<file path="config.mk">
export PLATFORM = sky130hd
export DESIGN_NAME = data_store_tx
export DESIGN_NICKNAME = d
export VERILOG_FILES = /design/src/rtl/data_store_tx.sv
export SDC_FILE = /design/constraint.sdc
export NUM_CORES = 2
export LEC_CHECK = 0
export BUFFER_PORTS_ARGS = -buffer_cell sky130_fd_sc_hd__buf_2
export CAP_MARGIN = 40
export CORE_ASPECT_RATIO = 1.5
export CORE_MARGIN = 10
export CORE_UTILIZATION = 40
export DETAILED_ROUTE_END_ITERATION = 6
export PLACE_DENSITY_LB_ADDON = 0.3
export SLEW_MARGIN = 10
export SYNTH_ARGS = -nofsm -noshare
export SYNTH_HDL_FRONTEND = slang
export SYNTH_SLANG_ARGS = --single-unit
</file>
<file path="constraint.sdc">
create_clock -name clk -period 3.5 [get_ports clk]
set_clock_uncertainty 0.05 [all_clocks]
set_input_delay 0.175 -clock clk [delete_from_list [all_inputs] [get_ports clk]]
set_output_delay 0.175 -clock clk [all_outputs]
set_load 0.02 [all_outputs]
</file>
<file path="src/rtl/data_store_tx.sv">
// Single-frame transmit payload buffer: stores 16-bit words in a BRAM, then
// streams the committed frame MSB-first as N-bit symbols with no gaps.
module data_store_tx #(
  parameter int N     = 2,
  parameter int DEPTH = 256
) (
  input  logic         clk,
  input  logic         rst,
  input  logic         axiiv,
  input  logic [15:0]  axiid,
  input  logic         axiil,
  output logic         wr_ready,
  input  logic         tx_start,
  output logic         axiov,
  output logic [N-1:0] axiod,
  output logic         frame_ready,
  output logic         busy,
  output logic         tx_done,
  output logic         overflow
);

  localparam int AW = $clog2(DEPTH);
  localparam int CW = AW + 1;
  localparam int W  = 16 / N;

  localparam logic [3:0]    PH_LAST = 4'(W - 1);
  localparam logic [CW-1:0] FULL    = CW'(DEPTH);

  localparam logic [2:0] S_IDLE  = 3'd0;
  localparam logic [2:0] S_FILL  = 3'd1;
  localparam logic [2:0] S_READY = 3'd2;
  localparam logic [2:0] S_PRIME = 3'd3;
  localparam logic [2:0] S_SEND  = 3'd4;

  logic [2:0]    state;
  logic [15:0]   mem [DEPTH];
  logic [AW-1:0] wr_idx;
  logic [AW-1:0] rd_idx;
  logic [CW-1:0] word_count;
  logic [CW-1:0] out_words;
  logic [15:0]   ram_q;
  logic [15:0]   ram_out;
  logic [15:0]   shreg;
  logic [3:0]    fetch_ph;
  logic [3:0]    sym_cnt;
  logic          prime_cnt;

  logic accepting;
  logic wr_en;
  logic fetching;
  logic fetch_adv;
  logic last_sym;

  assign accepting   = (state == S_IDLE) || (state == S_FILL);
  assign wr_en       = accepting && axiiv && (word_count < FULL);
  assign wr_ready    = accepting;
  assign frame_ready = (state == S_READY);
  assign busy        = (state == S_PRIME) || (state == S_SEND);

  // The read address runs two cycles ahead of the shifter: word k is addressed
  // W*k cycles after tx_start, so its data lands exactly when word k-1 drains.
  assign fetching  = ((state == S_READY) && tx_start) || busy;
  assign fetch_adv = fetching && (fetch_ph == PH_LAST);
  assign last_sym  = (sym_cnt == PH_LAST);

  // Two-stage registered read path; contents are never cleared.
  always_ff @(posedge clk) begin
    if (wr_en) begin
      mem[wr_idx] <= axiid;
    end
    ram_q   <= mem[rd_idx];
    ram_out <= ram_q;
  end

  always_ff @(posedge clk) begin
    if (rst) begin
      state      <= S_IDLE;
      wr_idx     <= '0;
      rd_idx     <= '0;
      word_count <= '0;
      out_words  <= '0;
      fetch_ph   <= '0;
      sym_cnt    <= '0;
      prime_cnt  <= 1'b0;
      shreg      <= '0;
      axiov      <= 1'b0;
      axiod      <= '0;
      tx_done    <= 1'b0;
      overflow   <= 1'b0;
    end else begin
      tx_done <= 1'b0;

      if (fetching) begin
        fetch_ph <= fetch_adv ? 4'd0 : fetch_ph + 4'd1;
        if (fetch_adv) begin
          rd_idx <= rd_idx + AW'(1);
        end
      end

      case (state)
        S_IDLE, S_FILL: begin
          if (axiiv) begin
            if (wr_en) begin
              wr_idx     <= wr_idx + AW'(1);
              word_count <= word_count + CW'(1);
            end
            // The first word of a frame starts a fresh overflow record.
            if (state == S_IDLE) begin
              overflow <= 1'b0;
            end else if (!wr_en) begin
              overflow <= 1'b1;
            end
            state <= axiil ? S_READY : S_FILL;
          end
        end

        S_READY: begin
          if (tx_start) begin
            state     <= S_PRIME;
            prime_cnt <= 1'b0;
          end
        end

        S_PRIME: begin
          prime_cnt <= 1'b1;
          if (prime_cnt) begin
            axiov     <= 1'b1;
            axiod     <= ram_out[15 -: N];
            shreg     <= ram_out << N;
            sym_cnt   <= 4'd0;
            out_words <= CW'(1);
            state     <= S_SEND;
          end
        end

        S_SEND: begin
          if (last_sym) begin
            if (out_words == word_count) begin
              axiov      <= 1'b0;
              axiod      <= '0;
              tx_done    <= 1'b1;
              state      <= S_IDLE;
              wr_idx     <= '0;
              rd_idx     <= '0;
              word_count <= '0;
              out_words  <= '0;
              fetch_ph   <= '0;
              sym_cnt    <= '0;
            end else begin
              axiod     <= ram_out[15 -: N];
              shreg     <= ram_out << N;
              sym_cnt   <= 4'd0;
              out_words <= out_words + CW'(1);
            end
          end else begin
            axiod   <= shreg[15 -: N];
            shreg   <= shreg << N;
            sym_cnt <= sym_cnt + 4'd1;
          end
        end

        default: state <= S_IDLE;
      endcase
    end
  end

endmodule

</file>
* Yosys cells after proc, flatten, opt, wreduce, memory -nomap -nowiden
Memory sizes are Yosys's and may differ from the RTL's. A register that Yosys moved wholly into a read port is not among the register bits.
Index checks and enable logic that the tools add are counted.
** Cells by class
- $add $sub $neg :: 6
- Magnitude comparators :: 1
- Eq/ne operators :: 15
- Mux-type cells :: 53
- Bitwise operators :: 2
- Reductions and logical operators :: 21
** Operator list (count)
- two-way mux 8 bit :: 9
- two-way mux 9 bit :: 7
- two-way mux 16 bit :: 3
- case mux 9 bit (2 select lines) :: 2
- case mux 16 bit (2 select lines) :: 1
- two-way mux 4 bit :: 7
- adder 9 x 1 -> 9 bit, second input constant :: 2
- adder 8 x 1 -> 8 bit, second input constant :: 2
- case mux 8 bit (2 select lines) :: 1
- two-way mux 3 bit :: 5
- case mux 3 bit (4 select lines) :: 1
- != test 2 bit, second input constant :: 5
- AND reduction 5 bit :: 2
- equality test 9 bit :: 1
- < comparator 9 bit, second input constant :: 1
- two-way mux 1 bit :: 9
- AND reduction 3 bit :: 3
- adder 4 x 1 -> 4 bit, second input constant :: 2
- equality test 4 x 3 -> 1 bit, second input constant :: 2
- two-way mux 2 bit :: 4
- case mux 4 bit (2 select lines) :: 1
- equality test 3 x 2 -> 1 bit, second input constant :: 2
- nonzero test 2 bit :: 3
- logical AND 1 bit :: 4
- 13 further kinds :: 19
** Word-level totals
- Flip-flop bits (word level) :: 83
- Memory bits (writable) :: 4096
- Bits of input ports :: 21
- Output and inout bits :: 8
- Memories :: 1
** Memories
- mem :: words 256, bits a word 16, rd ports 1, clocked after memory_dff 1, wr ports 1, line 36 : logic [15:0] mem [DEPTH];

* Logic depth before layout (Yosys ltp)
- Depth after elaboration :: 9
- Mapped depth :: 13
- Gate-level depth less buffers :: 8

* Worst setup path after synthesis
No wires, ideal clock.
- Path type :: reg-to-reg
- From :: register state[1]
- To :: memory mem[175][0], enable pin
- Arrival time :: 2.668 ns
- Path slack :: 0.394 ns
- Stages on the path, launching flop included :: 11
- Path buffers :: 2
- Clock period less this slack :: 3.106 ns
- Cells stage by stage :: dfxtp_1 > clkbuf_1 > or2_2 > inv_1 > nand2_1 > nor2_1 > nand2_1 > nor2_1 > nand2_1 > clkbuf_1 > nor2_1
** On the way
- Longest elaborated chain between the ends :: 6
- Elaborated cells between the ends (all ways) :: 7
- Classes of those cells :: 1 x eq/ne; 2 x mux; 4 x reduce/logical
** RTL lines
- from (decl) :: line 35 : logic [2:0] state;
- from (signal assigned) :: line 113 : state <= axiil ? S_READY : S_FILL;
- equality test 3 x 1 -> 1 bit / logical NOT 3 bit (equally long branches) :: line 54 : assign accepting = (state == S_IDLE) || (state == S_FILL);
- logical OR 1 bit * :: line 54
- net wr_ready :: line 12 : output logic wr_ready,
- logical AND 1 bit * (2 in series) :: line 55 : assign wr_en = accepting && axiiv && (word_count < FULL);
- two-way mux 1 bit * :: line 68 : if (wr_en) begin
- two-way mux 1 bit (not written as such) * :: line 69 : mem[wr_idx] <= axiid;
- to (decl) :: line 36
Mark *: on every way through the listed nets, which the timed path passes. The rest lies on a longest branch.

==> impl_metrics.json <==
{
  "rows": 285,
  "start_kind": "flop",
  "drt_first_pass_iters": 6,
  "track_usage_pct": 22.46,
  "syn_inst": 7520,
  "clock-sinks": 4193,
  "violations": "negative setup slack",
  "synth_xor_area_share_pct": 0.2018,
  "synth_area_leader_cell": "edfxtp_1",
  "final_nets": 8592,
  "cp.arrival_ns": 4.31,
  "grt_pass1_wl_um": 679300,
  "setup_violations": 4,
  "yosysMostFrequentCell": "edfxtp_1",
  "wl_per_cell_um": 34.61,
  "min_to": "fetch_ph[1]$_SDFF_PP0_",
  "tightest_slew_ns": 1.272,
  "synth_flop_cell": "edfxtp_1",
  "r2r_start": "rd_idx[3]$_SDFF_PP0_",
  "area_growth_pct": 17.78,
  "drv_cap": 0,
  "place_congestion": 0.9058,
  "core_um2": 400800,
  "ys_ff_latch": 4193,
  "port_buffers": 28,
  "critical_path.slowest_cell": "dfxtp_4",
  "slew_headroom_pct": 15.21,
  "hp-class": "input pin to flop",
  "maxSlewViolCount": 0,
  "drt-initial-drc-count": 11160,
  "worstPathCellList": "buf_4 > buf_4 > nand3b_1 > buf_8 > nor2_2 > buf_4 > a221o_1 > nor3_1 > buf_4 > o21ai_0 > a21oi_1 > buf_4 > a311oi_1",
  "synth_compound_area_share_pct": 3.609,
  "antenna_left": 0,
  "fin_ws_ns": -0.03582,
  "grt_setup_unrepaired": "yes",
  "cp_num_buf_inv": 6,
  "synth_edf_count": 4096,
  "cts_made_buffers": 367,
  "synth_cell_types": 71,
  "io_pins": 29,
  "grt_pass1_vias": 84660,
  "clk_pin_slew_ns": 0.07,
  "overflow": 0,
  "post-dp-hpwl_um": 318200,
  "status": "finished, violations left",
  "htree_levels": 5,
  "hold_viol": 0,
  "dieArea_um2": 427800,
  "die_y_um": 796.1,
  "worstSkewPairLatency_ns": 0.98,
  "hold_path_depth": 5,
  "vias": 83970,
  "cts_buffer_depth": 4,
  "critPathMaxFanout": 14,
  "yosysWarnings": 0,
  "viasPerCell": 5.920,
  "required_ns": 4.28,
  "synthTopCellsByCount": "4096 x edfxtp_1, 885 x mux4_2, 378 x mux2i_1",
  "synth_top_area_share_pct": 76.58,
  "cp_slowest_stage_delay_ns": 0.45,
  "die_w_um": 537.4,
  "avgSynthCellArea_um2": 21.36,
  "wirelength_um": 490900,
  "synthArstFlopShare_pct": 0,
  "synth_top_family_by_area": "multiplexers",
  "p_leak_nw": 58.40,
  "finish.utilization_pct": 47.20,
  "setup_tns_ns": -0.1061,
  "yosys-top-cells-area": "edfxtp_1 77%, mux4_2 12%, mux2i_1 2.4%",
  "fin_crit_sh_pct": 101.0,
  "start_util_pct": 40.07,
  "period_minus_slack_ns": 3.536,
  "hp-start": "tx_start",
  "max_clock_freq_mhz": 282.8,
  "synth_nets": 7550,
  "cts_tree": "done",
  "drc": 0,
  "critical_path.endpoint_type": "flop",
  "ys_seq_area_share_pct": 77.78,
  "synthAdderAreaFrac_pct": 0.07011,
  "final_layout_size_suffix_gt1_share_pct": 30.35,
  "timing.rr.end": "ram_q[9]$_DFF_P_",
  "reg2regPathDepth": 13,
  "grt_max_degree": 130,
  "peakVddDrop_mv": 0.4039,
  "syn-cell-area_um2": 160600,
  "cts_root_buf": "clkbuf_16",
  "critPathTopFamily": "buffers and inverters",
  "critPathKind": "flop to flop",
  "antenna_found_initial": 44,
  "nFillCells": 32780,
  "synthSimpleGateAreaFrac_pct": 1.945,
  "cpMostUsedCell": "buf_4",
  "p_per_area_nw_per_um2": 516.1,
  "rrSetupSlack_ns": -0.04,
  "synthMuxAreaShare_pct": 14.79
}
## worst max-delay path by stage
stage          cells after the start                     to  slack (ns)             startpoint
6_report                          13       ram_q[9]$_DFF_P_       -0.04   rd_idx[3]$_SDFF_PP0_
5_1_grt                           13       ram_q[9]$_DFF_P_       -0.03   rd_idx[0]$_SDFF_PP0_
4_1_cts                           10       ram_q[1]$_DFF_P_       0.002   rd_idx[0]$_SDFF_PP0_
3_5_place_dp                      11       ram_q[8]$_DFF_P_       -0.46   rd_idx[0]$_SDFF_PP0_
3_3_place_gp                       9      ram_q[14]$_DFF_P_       -0.81   rd_idx[0]$_SDFF_PP0_
2_1_floorplan                     10  mem[175][0]$_DFFE_PP_        0.39  state[1]$_SDFFE_PP0P_
## area by class of cell
type                            count  area [um2]  share of cell area [%]
Sequential cell                  4193      125000                   66.06
Clock inverter                    216        2148                   1.136
Multi-Input combinational cell   2870       33730                   17.83
Timing Repair Buffer             1117       11850                   6.265
Tap cell                         5309        6643                   3.511
Inverter                           13       56.30                 0.02976
Antenna cell                       13       32.53                 0.01720
Clock buffer                      453        9747                   5.152
## per-layer routing
| layer | global-route usage [%] | up-vias | part of all wire (%) |
|---|---|---|---|
| met2 | 37.82 | 4207 | 50 |
| met4 | 12.71 | 14 | 6.7 |
| met1 | 27.77 | 45190 | 35 |
| met5 | 0 | - | 0.017 |
| met3 | 3.331 | 918 | 7.8 |
| li1 | - | 33640 | - |
## cell families after synthesis
family,Yosys count
flops,4193
mux,1266
buf+inv,457
simple gates,729
compound gates,829
fa+ha+maj,9
xor+xnor,37
## state kept, by name, summed over array words and instances (netlist names)
name	cells
rd_idx	8
state	3
out_words	9
ram_out	16
tx_done	1
sym_cnt	4
prime_cnt	1
shreg	14
word_count	9
overflow	1
axiod	2
ram_q	16
mem	4096
wr_idx	8
fetch_ph	4
axiov	1
## placed cells by master (no fill, tap or decap), types with 90 or more instances in the layout
master / synthesis / layout
nand2_1: 179 / 167
buf_12: 2 / 257
mux4_2: 885 / 885
clkbuf_16: 0 / 376
a22oi_1: 221 / 217
dfxtp_1: 97 / 90
edfxtp_1: 4096 / 4096
buf_4: 56 / 793
nor2_1: 371 / 286
a21oi_1: 164 / 155
mux2i_1: 378 / 378
## through the flow
stage               instances  hold WS, ns  worst slack, ns  cell area (um2)  power, W
floorplan                7520       0.1966           0.3938           160600   0.05649
global placement        13450       0.2618          -0.8070           176400   0.05778
detailed placement      13470       0.2646          -0.4580           176600   0.05786
finish                  14180       0.1615         -0.03582           189200   0.09763
global route            14180       0.2006         -0.02709           189200    0.1000
CTS                     14170       0.1455         0.002080           189000   0.09809
## worst reg2reg max path, cell delays in order (launching register included)
cell      delay, ns
dfxtp_4        0.45
buf_4          0.24
buf_4          0.31
nand3b_1       0.34
buf_8          0.28
nor2_2         0.16
buf_4          0.21
a221o_1        0.35
nor3_1         0.17
buf_4          0.16
o21ai_0        0.16
a21oi_1        0.27
buf_4          0.20
a311oi_1       0.06
## repair_timing
action / in CTS / in global routing
hold buffers: 23 / 0
setup endpoints to repair: 14 / 21
hold endpoints to repair: 1341 / 0
setup buffers: 6 / 0
gates cloned: 1 / 1
gates resized for setup: 31 / 17
## power by group
| group | switching (W) | internal, W |
|---|---|---|
| logic | 0.00134 | 0.000297 |
| clock network | 0.0184 | 0.0225 |
| registers | 0.0000530 | 0.0551 |
Note: power is estimated with default switching activity, not from simulation.
